==> src/rtl/modrm_sequencer_pkg.sv <==
// Shared definitions for the ModR/M fetch sequencer: FSM encoding,
// opcode classes and ModR/M field constants.
package modrm_sequencer_pkg;

  // Fetch/execute states of the sequencer.
  typedef enum logic [2:0] {
    IDLE    = 3'd0,
    MODRM   = 3'd1,
    DISP_LO = 3'd2,
    DISP_HI = 3'd3,
    EXEC    = 3'd4
  } seq_state_e;

  // Opcode classes that take a ModR/M byte.
  typedef enum logic [2:0] {
    OP_NONE = 3'd0,
    OP_ALU  = 3'd1,
    OP_MOV  = 3'd2,
    OP_XCHG = 3'd3,
    OP_MOVI = 3'd4
  } op_kind_e;

  // Opcode match patterns as (mask, value) pairs.
  localparam logic [7:0] ALU_MASK   = 8'hC4;  // 00xxx0xx
  localparam logic [7:0] ALU_MATCH  = 8'h00;
  localparam logic [7:0] MOV_MASK   = 8'hFC;  // 100010xx
  localparam logic [7:0] MOV_MATCH  = 8'h88;
  localparam logic [7:0] XCHG_MASK  = 8'hFE;  // 1000011x
  localparam logic [7:0] XCHG_MATCH = 8'h86;
  localparam logic [7:0] MOVI_MASK  = 8'hFE;  // 1100011x
  localparam logic [7:0] MOVI_MATCH = 8'hC6;

  // ModR/M field values with special meaning.
  localparam logic [1:0] MOD_REG   = 2'b11;   // register operand, no displacement
  localparam logic [2:0] DIRECT_RM = 3'b110;  // with MOD=00: 16-bit direct address

  // Classify an opcode byte; OP_NONE means it takes no ModR/M byte.
  function automatic op_kind_e decode_opcode(input logic [7:0] op);
    op_kind_e kind;
    kind = OP_NONE;
    if ((op & ALU_MASK) == ALU_MATCH)       kind = OP_ALU;
    else if ((op & MOV_MASK) == MOV_MATCH)  kind = OP_MOV;
    else if ((op & XCHG_MASK) == XCHG_MATCH) kind = OP_XCHG;
    else if ((op & MOVI_MASK) == MOVI_MATCH) kind = OP_MOVI;
    return kind;
  endfunction

endpackage

==> src/rtl/modrm_sequencer_beat_gen.sv <==
// Stallable one-hot beat shifter. start_i loads T[0]; each unstalled
// cycle moves the beat up one position; leaving the last beat clears
// T and raises done_o for one cycle.
module modrm_beat_gen #(
  parameter int BEATS = 4
) (
  input  logic             clk_i,
  input  logic             rst_i,
  input  logic             start_i,
  input  logic             stall_i,
  output logic [BEATS-1:0] t_o,
  output logic             done_o,
  output logic             last_o
);

  logic [BEATS-1:0] t_q, t_d;
  logic             done_q, done_d;

  // Last beat retires this cycle; the fetch FSM returns to IDLE on it.
  assign last_o = t_q[BEATS-1] & ~stall_i;

  // Next beat: load, hold on stall, shift, or retire.
  always_comb begin
    t_d    = t_q;
    done_d = 1'b0;
    if (start_i) begin
      t_d    = '0;
      t_d[0] = 1'b1;
    end else if ((t_q != '0) && !stall_i) begin
      if (t_q[BEATS-1]) begin
        t_d    = '0;
        done_d = 1'b1;
      end else begin
        t_d = t_q << 1;
      end
    end
  end

  // Beat and done registers.
  always_ff @(posedge clk_i) begin
    if (rst_i) begin
      t_q    <= '0;
      done_q <= 1'b0;
    end else begin
      t_q    <= t_d;
      done_q <= done_d;
    end
  end

  assign t_o    = t_q;
  assign done_o = done_q;

endmodule

==> src/rtl/modrm_sequencer.sv <==
// ModR/M fetch sequencer: accepts opcode, ModR/M and 0..2 displacement
// bytes over a valid/ready handshake, holds the decoded fields for the
// register-address decoder, then runs the one-hot execution beats.
//
// Handshake: a byte transfers on a rising clk edge where byte_valid and
// byte_ready are both high. byte_ready depends only on the current state
// (high everywhere but EXEC), never on byte_valid.
module modrm_sequencer
  import modrm_sequencer_pkg::*;
#(
  parameter int BEATS = 4
) (
  input  logic             clk,
  input  logic             rst,
  input  logic [7:0]       byte_in,
  input  logic             byte_valid,
  output logic             byte_ready,
  input  logic             exec_stall,
  output logic             d,
  output logic             w,
  output logic [2:0]       _reg,
  output logic [2:0]       r_m,
  output logic [1:0]       MOD,
  output logic             DST,
  output logic             EXC,
  output logic [BEATS-1:0] T,
  output logic [15:0]      disp,
  output logic             illegal,
  output logic             done
);

  seq_state_e state_q, state_d;

  logic        d_q, d_d;
  logic        w_q, w_d;
  logic [2:0]  reg_q, reg_d;
  logic [2:0]  rm_q, rm_d;
  logic [1:0]  mod_q, mod_d;
  logic        dst_q, dst_d;
  logic        exc_q, exc_d;
  logic [15:0] disp_q, disp_d;
  logic        disp_two_q, disp_two_d;  // two displacement bytes pending
  logic        illegal_q, illegal_d;

  logic        xfer;
  logic        beat_start;
  logic        beat_last;
  op_kind_e    op_kind;
  logic        op_legal;

  assign byte_ready = (state_q != EXEC);
  assign xfer       = byte_valid & byte_ready;
  assign op_kind    = decode_opcode(byte_in);
  assign op_legal   = (op_kind != OP_NONE);

  // Fetch FSM: next state and beat start.
  always_comb begin
    state_d    = state_q;
    beat_start = 1'b0;
    case (state_q)
      IDLE: begin
        if (xfer && op_legal) state_d = MODRM;
      end
      MODRM: begin
        if (xfer) begin
          if (byte_in[7:6] == MOD_REG) begin
            state_d    = EXEC;
            beat_start = 1'b1;
          end else if ((byte_in[7:6] == 2'b00) && (byte_in[2:0] != DIRECT_RM)) begin
            state_d    = EXEC;
            beat_start = 1'b1;
          end else begin
            state_d = DISP_LO;
          end
        end
      end
      DISP_LO: begin
        if (xfer) begin
          if (disp_two_q) begin
            state_d = DISP_HI;
          end else begin
            state_d    = EXEC;
            beat_start = 1'b1;
          end
        end
      end
      DISP_HI: begin
        if (xfer) begin
          state_d    = EXEC;
          beat_start = 1'b1;
        end
      end
      EXEC: begin
        if (beat_last) state_d = IDLE;
      end
      default: state_d = IDLE;
    endcase
  end

  // Fetch FSM state register.
  always_ff @(posedge clk) begin
    if (rst) state_q <= IDLE;
    else     state_q <= state_d;
  end

  // Field capture: opcode bits, ModR/M fields and displacement bytes.
  always_comb begin
    d_d        = d_q;
    w_d        = w_q;
    reg_d      = reg_q;
    rm_d       = rm_q;
    mod_d      = mod_q;
    dst_d      = dst_q;
    exc_d      = exc_q;
    disp_d     = disp_q;
    disp_two_d = disp_two_q;
    illegal_d  = 1'b0;
    case (state_q)
      IDLE: begin
        if (xfer) begin
          if (op_legal) begin
            // XCHG and MOV-imm have a fixed direction; bit 1 is opcode.
            d_d    = ((op_kind == OP_ALU) || (op_kind == OP_MOV)) ? byte_in[1] : 1'b0;
            w_d    = byte_in[0];
            dst_d  = (op_kind == OP_MOVI);
            exc_d  = (op_kind == OP_XCHG);
            disp_d = '0;
          end else begin
            illegal_d = 1'b1;
          end
        end
      end
      MODRM: begin
        if (xfer) begin
          mod_d      = byte_in[7:6];
          reg_d      = byte_in[5:3];
          rm_d       = byte_in[2:0];
          disp_two_d = (byte_in[7:6] == 2'b10) ||
                       ((byte_in[7:6] == 2'b00) && (byte_in[2:0] == DIRECT_RM));
        end
      end
      DISP_LO: begin
        if (xfer) begin
          disp_d[7:0] = byte_in;
          if (!disp_two_q) disp_d[15:8] = {8{byte_in[7]}};
        end
      end
      DISP_HI: begin
        if (xfer) disp_d[15:8] = byte_in;
      end
      default: ;
    endcase
  end

  // Field registers.
  always_ff @(posedge clk) begin
    if (rst) begin
      d_q        <= 1'b0;
      w_q        <= 1'b0;
      reg_q      <= '0;
      rm_q       <= '0;
      mod_q      <= '0;
      dst_q      <= 1'b0;
      exc_q      <= 1'b0;
      disp_q     <= '0;
      disp_two_q <= 1'b0;
      illegal_q  <= 1'b0;
    end else begin
      d_q        <= d_d;
      w_q        <= w_d;
      reg_q      <= reg_d;
      rm_q       <= rm_d;
      mod_q      <= mod_d;
      dst_q      <= dst_d;
      exc_q      <= exc_d;
      disp_q     <= disp_d;
      disp_two_q <= disp_two_d;
      illegal_q  <= illegal_d;
    end
  end

  modrm_beat_gen #(
    .BEATS(BEATS)
  ) u_beat_gen (
    .clk_i   (clk),
    .rst_i   (rst),
    .start_i (beat_start),
    .stall_i (exec_stall),
    .t_o     (T),
    .done_o  (done),
    .last_o  (beat_last)
  );

  assign d       = d_q;
  assign w       = w_q;
  assign _reg    = reg_q;
  assign r_m     = rm_q;
  assign MOD     = mod_q;
  assign DST     = dst_q;
  assign EXC     = exc_q;
  assign disp    = disp_q;
  assign illegal = illegal_q;

endmodule
==> config.mk <==
export PLATFORM = sky130hd
export DESIGN_NAME = modrm_sequencer
export DESIGN_NICKNAME = d
export VERILOG_FILES = /design/src/rtl/modrm_sequencer_pkg.sv /design/src/rtl/modrm_sequencer_beat_gen.sv /design/src/rtl/modrm_sequencer.sv
export SDC_FILE = /design/constraint.sdc
export NUM_CORES = 1
export LEC_CHECK = 0
export BUFFER_PORTS_ARGS = -buffer_cell sky130_fd_sc_hd__buf_4
export CAP_MARGIN = 25
export CELL_PAD_IN_SITES_DETAIL_PLACEMENT = 0
export CELL_PAD_IN_SITES_GLOBAL_PLACEMENT = 1
export CORE_UTILIZATION = 40
export CTS_CLUSTER_SIZE = 14
export DETAILED_ROUTE_END_ITERATION = 7
export GPL_ROUTABILITY_DRIVEN = 0
export PLACE_DENSITY_LB_ADDON = 0.25
export SLEW_MARGIN = 10
export SYNTH_ARGS = -nofsm -noshare
export SYNTH_HDL_FRONTEND = slang
export SYNTH_SLANG_ARGS = --single-unit
==> constraint.sdc <==
create_clock -name clk -period 3.9 [get_ports clk]
set_clock_uncertainty 0.05 [all_clocks]
set_input_delay 0.39 -clock clk [delete_from_list [all_inputs] [get_ports clk]]
set_output_delay 0.39 -clock clk [all_outputs]
set_load 0.05 [all_outputs]
=== Word level (Yosys, flattened, before mapping) ===
Cells that the tools add are included.

* Add/sub/neg operators: 0
* Multipliers: 0
* Div/mod/pow operators: 0
* $lt $le $gt $ge: 0
* Equal/unequal tests: 24
* Shift operators: 0
* Mux-type cells: 33
* Bitwise gates (word level): 6
* Reductions and logical operators: 23

{| class="wikitable"
|+ Operators with widths
! operator !! number
|-
| 16-bit 2-to-1 mux || 3
|-
| 3-bit 2-to-1 mux || 12
|-
| 8-bit case mux with 3 select lines || 1
|-
| 8-bit 2-to-1 mux || 2
|-
| 2-bit != test (second input constant) || 8
|-
| 8-bit case mux with 2 select lines || 1
|-
| 3-bit case mux with 5 select lines || 1
|-
| 7-bit == test (second input constant) || 2
|-
| 3-bit by 2-bit == test with 1-bit output (second input constant) || 4
|-
| 1-bit 2-to-1 mux || 11
|-
| 3-bit == test (second input constant) || 3
|-
| 8-bit logical NOT || 1
|-
| 3-bit by 1-bit == test with 1-bit output (second input constant) || 2
|-
| 6-bit == test (second input constant) || 1
|-
| 3-bit != test (second input constant) || 2
|-
| 6-bit AND reduction || 1
|-
| 3-bit nonzero test || 2
|-
| 3-bit OR reduction || 2
|-
| 5-bit AND reduction || 1
|-
| 2-bit == test (second input constant) || 2
|-
| 1-bit logical AND || 4
|-
| 4-bit 2-to-1 mux || 1
|-
| 1-bit inverter || 4
|-
| 4-bit AND reduction || 1
|-
| 11 further kinds || 14
|}

* Flip-flop bits (word level): 38
* Bits in latches: 0
* Memory bits (writable): 0
* Memory bits (read-only): 0
* Output and inout port bits: 35
* Memories kept: 0

=== Longest topological paths before layout ===
* Depth after elaboration: 9
* Depth in mapped cells: 6
* Mapped depth without buffers: 4

=== Modules after synthesis ===
A second synthesis with hierarchy kept.

* Cells, all modules: 203
* Area, all modules: 1739.2 um^2

{| class="wikitable"
|+ By module, submodules not included
! module !! instances !! cells an instance !! area each (um^2) !! seq. area each (um^2)
|-
| modrm_sequencer || 1 || 183 || 1544.0 || 660.6
|-
| modrm_beat_gen || 1 || 20 || 195.2 || 100.1
|}

=== Least setup slack after synthesis ===
No wires, ideal clock.

* Path type: input port to flip-flop
* Start point: input port byte_in[3]
* End point: register disp_q[10] (netlist: disp[10])
* Setup time: 144 ps
* Arrival: 1696 ps
* Slack: 2011 ps
* Stages on the path: 4
* Buffers on the path: 0
* Cells stage by stage: or4b_1 o21ba_4 a211oi_4 a221oi_2

* Word-level cells in the longest chain between the ends: 8

{| class="wikitable"
|+ Ends and longest elaborated chain
! item !! line !! source
|-
| start: declaration || modrm_sequencer.sv:15 || <nowiki>input logic [7:0] byte_in,</nowiki>
|-
| 7-bit == test || modrm_sequencer_pkg.sv:44 || <nowiki>else if ((op & MOVI_MASK) == MOVI_MATCH) kind = OP_MOVI;</nowiki>
|-
| 3-bit 2-to-1 mux || modrm_sequencer_pkg.sv:44 ||
|-
| 3-bit 2-to-1 mux || modrm_sequencer_pkg.sv:43 || <nowiki>else if ((op & XCHG_MASK) == XCHG_MATCH) kind = OP_XCHG;</nowiki>
|-
| 3-bit 2-to-1 mux * || modrm_sequencer_pkg.sv:42 || <nowiki>else if ((op & MOV_MASK) == MOV_MATCH) kind = OP_MOV;</nowiki>
|-
| 3-bit 2-to-1 mux * || modrm_sequencer_pkg.sv:41 || <nowiki>if ((op & ALU_MASK) == ALU_MATCH) kind = OP_ALU;</nowiki>
|-
| 3-bit nonzero test * || modrm_sequencer.sv:54 || <nowiki>assign op_legal = (op_kind != OP_NONE);</nowiki>
|-
| 2-bit != test (no line) * || n/a ||
|-
| 6-bit AND reduction (no line) * || n/a ||
|-
| end signal: assignment || modrm_sequencer.sv:176 || <nowiki>disp_q <= disp_d;</nowiki>
|-
| end: declaration || modrm_sequencer.sv:41 || <nowiki>logic [15:0] disp_q, disp_d;</nowiki>
|}

Mark *: on every way between the ends. The rest lies on a longest branch, timed or not.
A chain may end at the register's enable or synchronous reset.

=== Worst setup path after layout ===
* Start point: register state_q[1]
* End point: register disp_q[12] (netlist: disp[12])

* Word-level cells in the longest chain between the ends: 4

{| class="wikitable"
|+ Ends and longest elaborated chain
! item !! line !! source
|-
| start: declaration || modrm_sequencer.sv:32 || <nowiki>seq_state_e state_q, state_d;</nowiki>
|-
| start signal: assignment || modrm_sequencer.sv:103 || <nowiki>else state_q <= state_d;</nowiki>
|-
| 3-bit != test || modrm_sequencer.sv:51 || <nowiki>assign byte_ready = (state_q != EXEC);</nowiki>
|-
| 1-bit bitwise AND || modrm_sequencer.sv:52 || <nowiki>assign xfer = byte_valid & byte_ready;</nowiki>
|-
| 2-bit != test (no line) || n/a ||
|-
| 6-bit AND reduction (no line) || n/a ||
|}

Several ways; a longest one is shown, not always the timed one.

==> load_flow_metrics.sql <==
INSERT INTO impl_metrics (metric_group, metric, value, unit) VALUES
('finish', 'final_layout_size_suffix_gt1_share', '26.4', '%'),
('power', 'pwr-share-clk', '36.2', '%'),
('placement', 'placement.cell_area', '2080', 'um^2'),
('clock_tree', 'worst_skew_pair.late_latency', '290', 'ps'),
('power', 'internal_power', '0.000571', 'W'),
('finish', 'n_fill_cell', '405', ''),
('detailed_routing', 'postRouteWirelength', '4250', 'um'),
('grt', 'first_global_vias', '1438', ''),
('timing', 'timing.slew.headroom', '35.7', '%'),
('clock_tree', 'numCtsBuffers', '5', ''),
('finish', 'num-nets-final', '257', ''),
('finish', 'final_core_util', '53.3', '%'),
('yosys', 'postSynthNetCount', '221', ''),
('yosys', 'syn_area', '1740', 'um^2'),
('yosys', 'synth.ff_latch_count', '38', ''),
('setup_path', 'critPathTopFamily', 'compound AO/OA/AOI/OAI gates', ''),
('setup_path', 'path_class', 'reg2reg', ''),
('clock_tree', 'root_buffer', 'sky130_fd_sc_hd__clkbuf_8', ''),
('run_status', 'run_status', 'completed', ''),
('timing', 'final.period_utilization', '56.8', '%'),
('timing', 'timing.final.crit_period', '2220', 'ps'),
('detailed_routing', 'drt.antenna.violating_nets', '0', ''),
('setup_path', 'crit_chain', 'nor2b_1, a211o_1, a211oi_4, a221oi_2', ''),
('placement', 'dp.final_hpwl', '2870', 'um'),
('run', 'drv.max_cap_violation_count', '0', ''),
('detailed_routing', 'vias', '1633', ''),
('floorplanning', 'die_height', '68.0', 'um'),
('timing', 'timing_max_transition_violations_final', '0', ''),
('finish', 'most-common-layout-cells', 'sky130_fd_sc_hd__buf_4, sky130_fd_sc_hd__dfxtp_1, sky130_fd_sc_hd__nand2_1', ''),
('floorplanning', 'core.rowCount', '23', ''),
('finish', 'area_growth', '25.2', '%'),
('floorplanning', 'floorplan.initialDensity', '42.6', '%'),
('clock_tree', 'cts_repair_resize_count', '0', ''),
('setup_path', 'cp_data_arrival_time', '2320', 'ps'),
('yosys', 'synthFlopType', 'sky130_fd_sc_hd__dfxtp_1', ''),
('timing', 'tightest_slew', '957', 'ps'),
('power', 'power', '0.000792', 'W'),
('setup_path', 'slowest_stage', 'sky130_fd_sc_hd__dfxtp_1', ''),
('yosys', 'synth-edff-count', '0', ''),
('power', 'irDropWorstVdd', '0.000222', 'V'),
('timing', 'rsz_0062_raised_after_global_routing', 'no', ''),
('yosys', 'syn-mean-instance-area', '8.33', 'um^2'),
('yosys', 'synthesis.instances', '209', ''),
('grt', 'grt_util_all_layers', '19.6', '%'),
('power', 'power.static_leakage', '0.816', 'nW'),
('floorplanning', 'num_io_pins', '47', ''),
('hold_path', 'holdCritPathClass', 'in2reg', ''),
('placement', 'portbufs', '46', ''),
('setup_path', 'critical_path_buf_inv_count', '0', ''),
('finish', 'antenna-diode-count', '0', ''),
('finish', 'layout_cell_area_excl_fill', '2180', 'um^2'),
('grt', 'initial_antenna_violation_count', '0', ''),
('timing', 'setup_tns', '0', 'ps'),
('power', 'power_frac_seq', '50.6', '%'),
('detailed_routing', 'drt_iter0_markers', '89', ''),
('clock_tree', 'clkSlewWorstSetupHoldPaths', '70', 'ps'),
('detailed_routing', 'route.detailed.vias_per_inst', '5.52', ''),
('yosys', 'ys_async_sr_fraction', '0', '%'),
('floorplanning', 'chipWidth', '68.0', 'um'),
('setup_path', 'max_stage_delay', '900', 'ps'),
('clock_tree', 'tritoncts', 'yes', ''),
('setup_path', 'cp_data_required_time', '4010', 'ps'),
('finish', 'final_common_cell', 'sky130_fd_sc_hd__buf_4', ''),
('grt', 'grt_start_max_net_pins', '37', ''),
('power', 'power_density', '364', 'nW/um^2'),
('clock_tree', 'hold_buffers', '0', ''),
('power', 'netSwitchingPower', '0.000221', 'W'),
('yosys', 'yosys_warnings', '0', ''),
('grt', 'grt_pass1_wl', '6720', 'um'),
('clock_tree', 'clkSinkCount', '38', ''),
('floorplanning', 'total_die_area', '4620', 'um^2');
==> cell usage after synthesis (2+ instances only) <==
cell type | count | area share [%]
sky130_fd_sc_hd__nand2b_1 | 3 | 1.1
sky130_fd_sc_hd__or3b_1 | 2 | 1.0
sky130_fd_sc_hd__nor3b_1 | 2 | 0.86
sky130_fd_sc_hd__a31oi_1 | 9 | 3.2
sky130_fd_sc_hd__nor2_1 | 15 | 3.2
sky130_fd_sc_hd__nand2_1 | 32 | 6.9
sky130_fd_sc_hd__clkbuf_1 | 15 | 3.2
sky130_fd_sc_hd__a21oi_1 | 28 | 8.1
sky130_fd_sc_hd__dfxtp_1 | 38 | 44
sky130_fd_sc_hd__nor2b_1 | 4 | 1.4
sky130_fd_sc_hd__a211o_1 | 4 | 2.0
sky130_fd_sc_hd__nand3_1 | 7 | 2.0
sky130_fd_sc_hd__inv_1 | 9 | 1.9
sky130_fd_sc_hd__nor3_1 | 5 | 1.4
sky130_fd_sc_hd__o21ai_0 | 2 | 0.58
sky130_fd_sc_hd__a221oi_2 | 7 | 6.0
sky130_fd_sc_hd__a211oi_1 | 9 | 3.9
==> per-stage QoR <==
stage	cells	setup slack, ps
after floorplan	209	2010
after global placement	288	1760
after detailed placement	288	1730
after CTS	296	1720
after global routing	296	1580
final	296	1680
==> flip-flops by register name, indices dropped and copies added, names as in the netlist, named ones only <==
register,flops
DST,1
EXC,1
MOD,2
d,1
disp,16
disp_two_q,1
illegal,1
r_m,3
state_q,3
u_beat_gen.done_o,1
u_beat_gen.t_o,4
w,1
==> worst min-delay path, stage by stage <==
cell and delay, ps:
sky130_fd_sc_hd__buf_4 140, sky130_fd_sc_hd__nand2_1 50, sky130_fd_sc_hd__a21oi_1 50
==> routing by layer <==
| layer | wire length [um] | GRT usage (%) | up-vias | share of wire (%) |
|---|---|---|---|---|
| met2 | 1880 | 28.7 | 54 | 44 |
| met5 | 0 | 0 | - | 0 |
| met4 | 65 | 8.07 | 0 | 1.5 |
| met3 | 221 | 4.33 | 7 | 5.2 |
| met1 | 2080 | 27.4 | 755 | 49 |
| li1 | - | - | 817 | - |
==> kinds of logic (layout without fill, tap and decap cells) <==
| family | Yosys count | after routing | share of synthesized area (%) |
|---|---|---|---|
| simple gates | 77 | 77 | 21.1 |
| compound gates | 68 | 68 | 29.5 |
| flops | 38 | 38 | 43.7 |
| buf+inv | 26 | 63 | 5.68 |
==> worst paths after layout <==
check	to	from	slack, ps	cells after the start
max	disp[12]	state_q[1]	1680	4
min	_reg[1]	byte_in[4]	330	3
max reg2reg	disp[12]	state_q[1]	1680	4
min reg2reg	r_m[1]	r_m[1]	410	2
==> power by group through the flow <==
stage               Combinational, W  Clock (W)  Sequential (W)
CTS                         0.000105   0.000291        0.000400
floorplan                  0.0000507          0        0.000430
global route                0.000113   0.000304        0.000401
detailed placement          0.000105          0        0.000409
finish                      0.000105   0.000286        0.000400
global placement            0.000105          0        0.000410
==> area by class of cell <==
class                      count  area, um^2  share of cell area [%]
tap                           50        62.6                    2.87
clock buffer                   6        82.6                    3.79
inverter                       9        33.8                    1.55
sequential                    38         761                    34.9
multi-input combinational    145         881                    40.4
timing repair buffer          46         345                    15.9
clock inverter                 2        12.5                   0.574
Note: power is estimated with default switching activity, not from simulation.
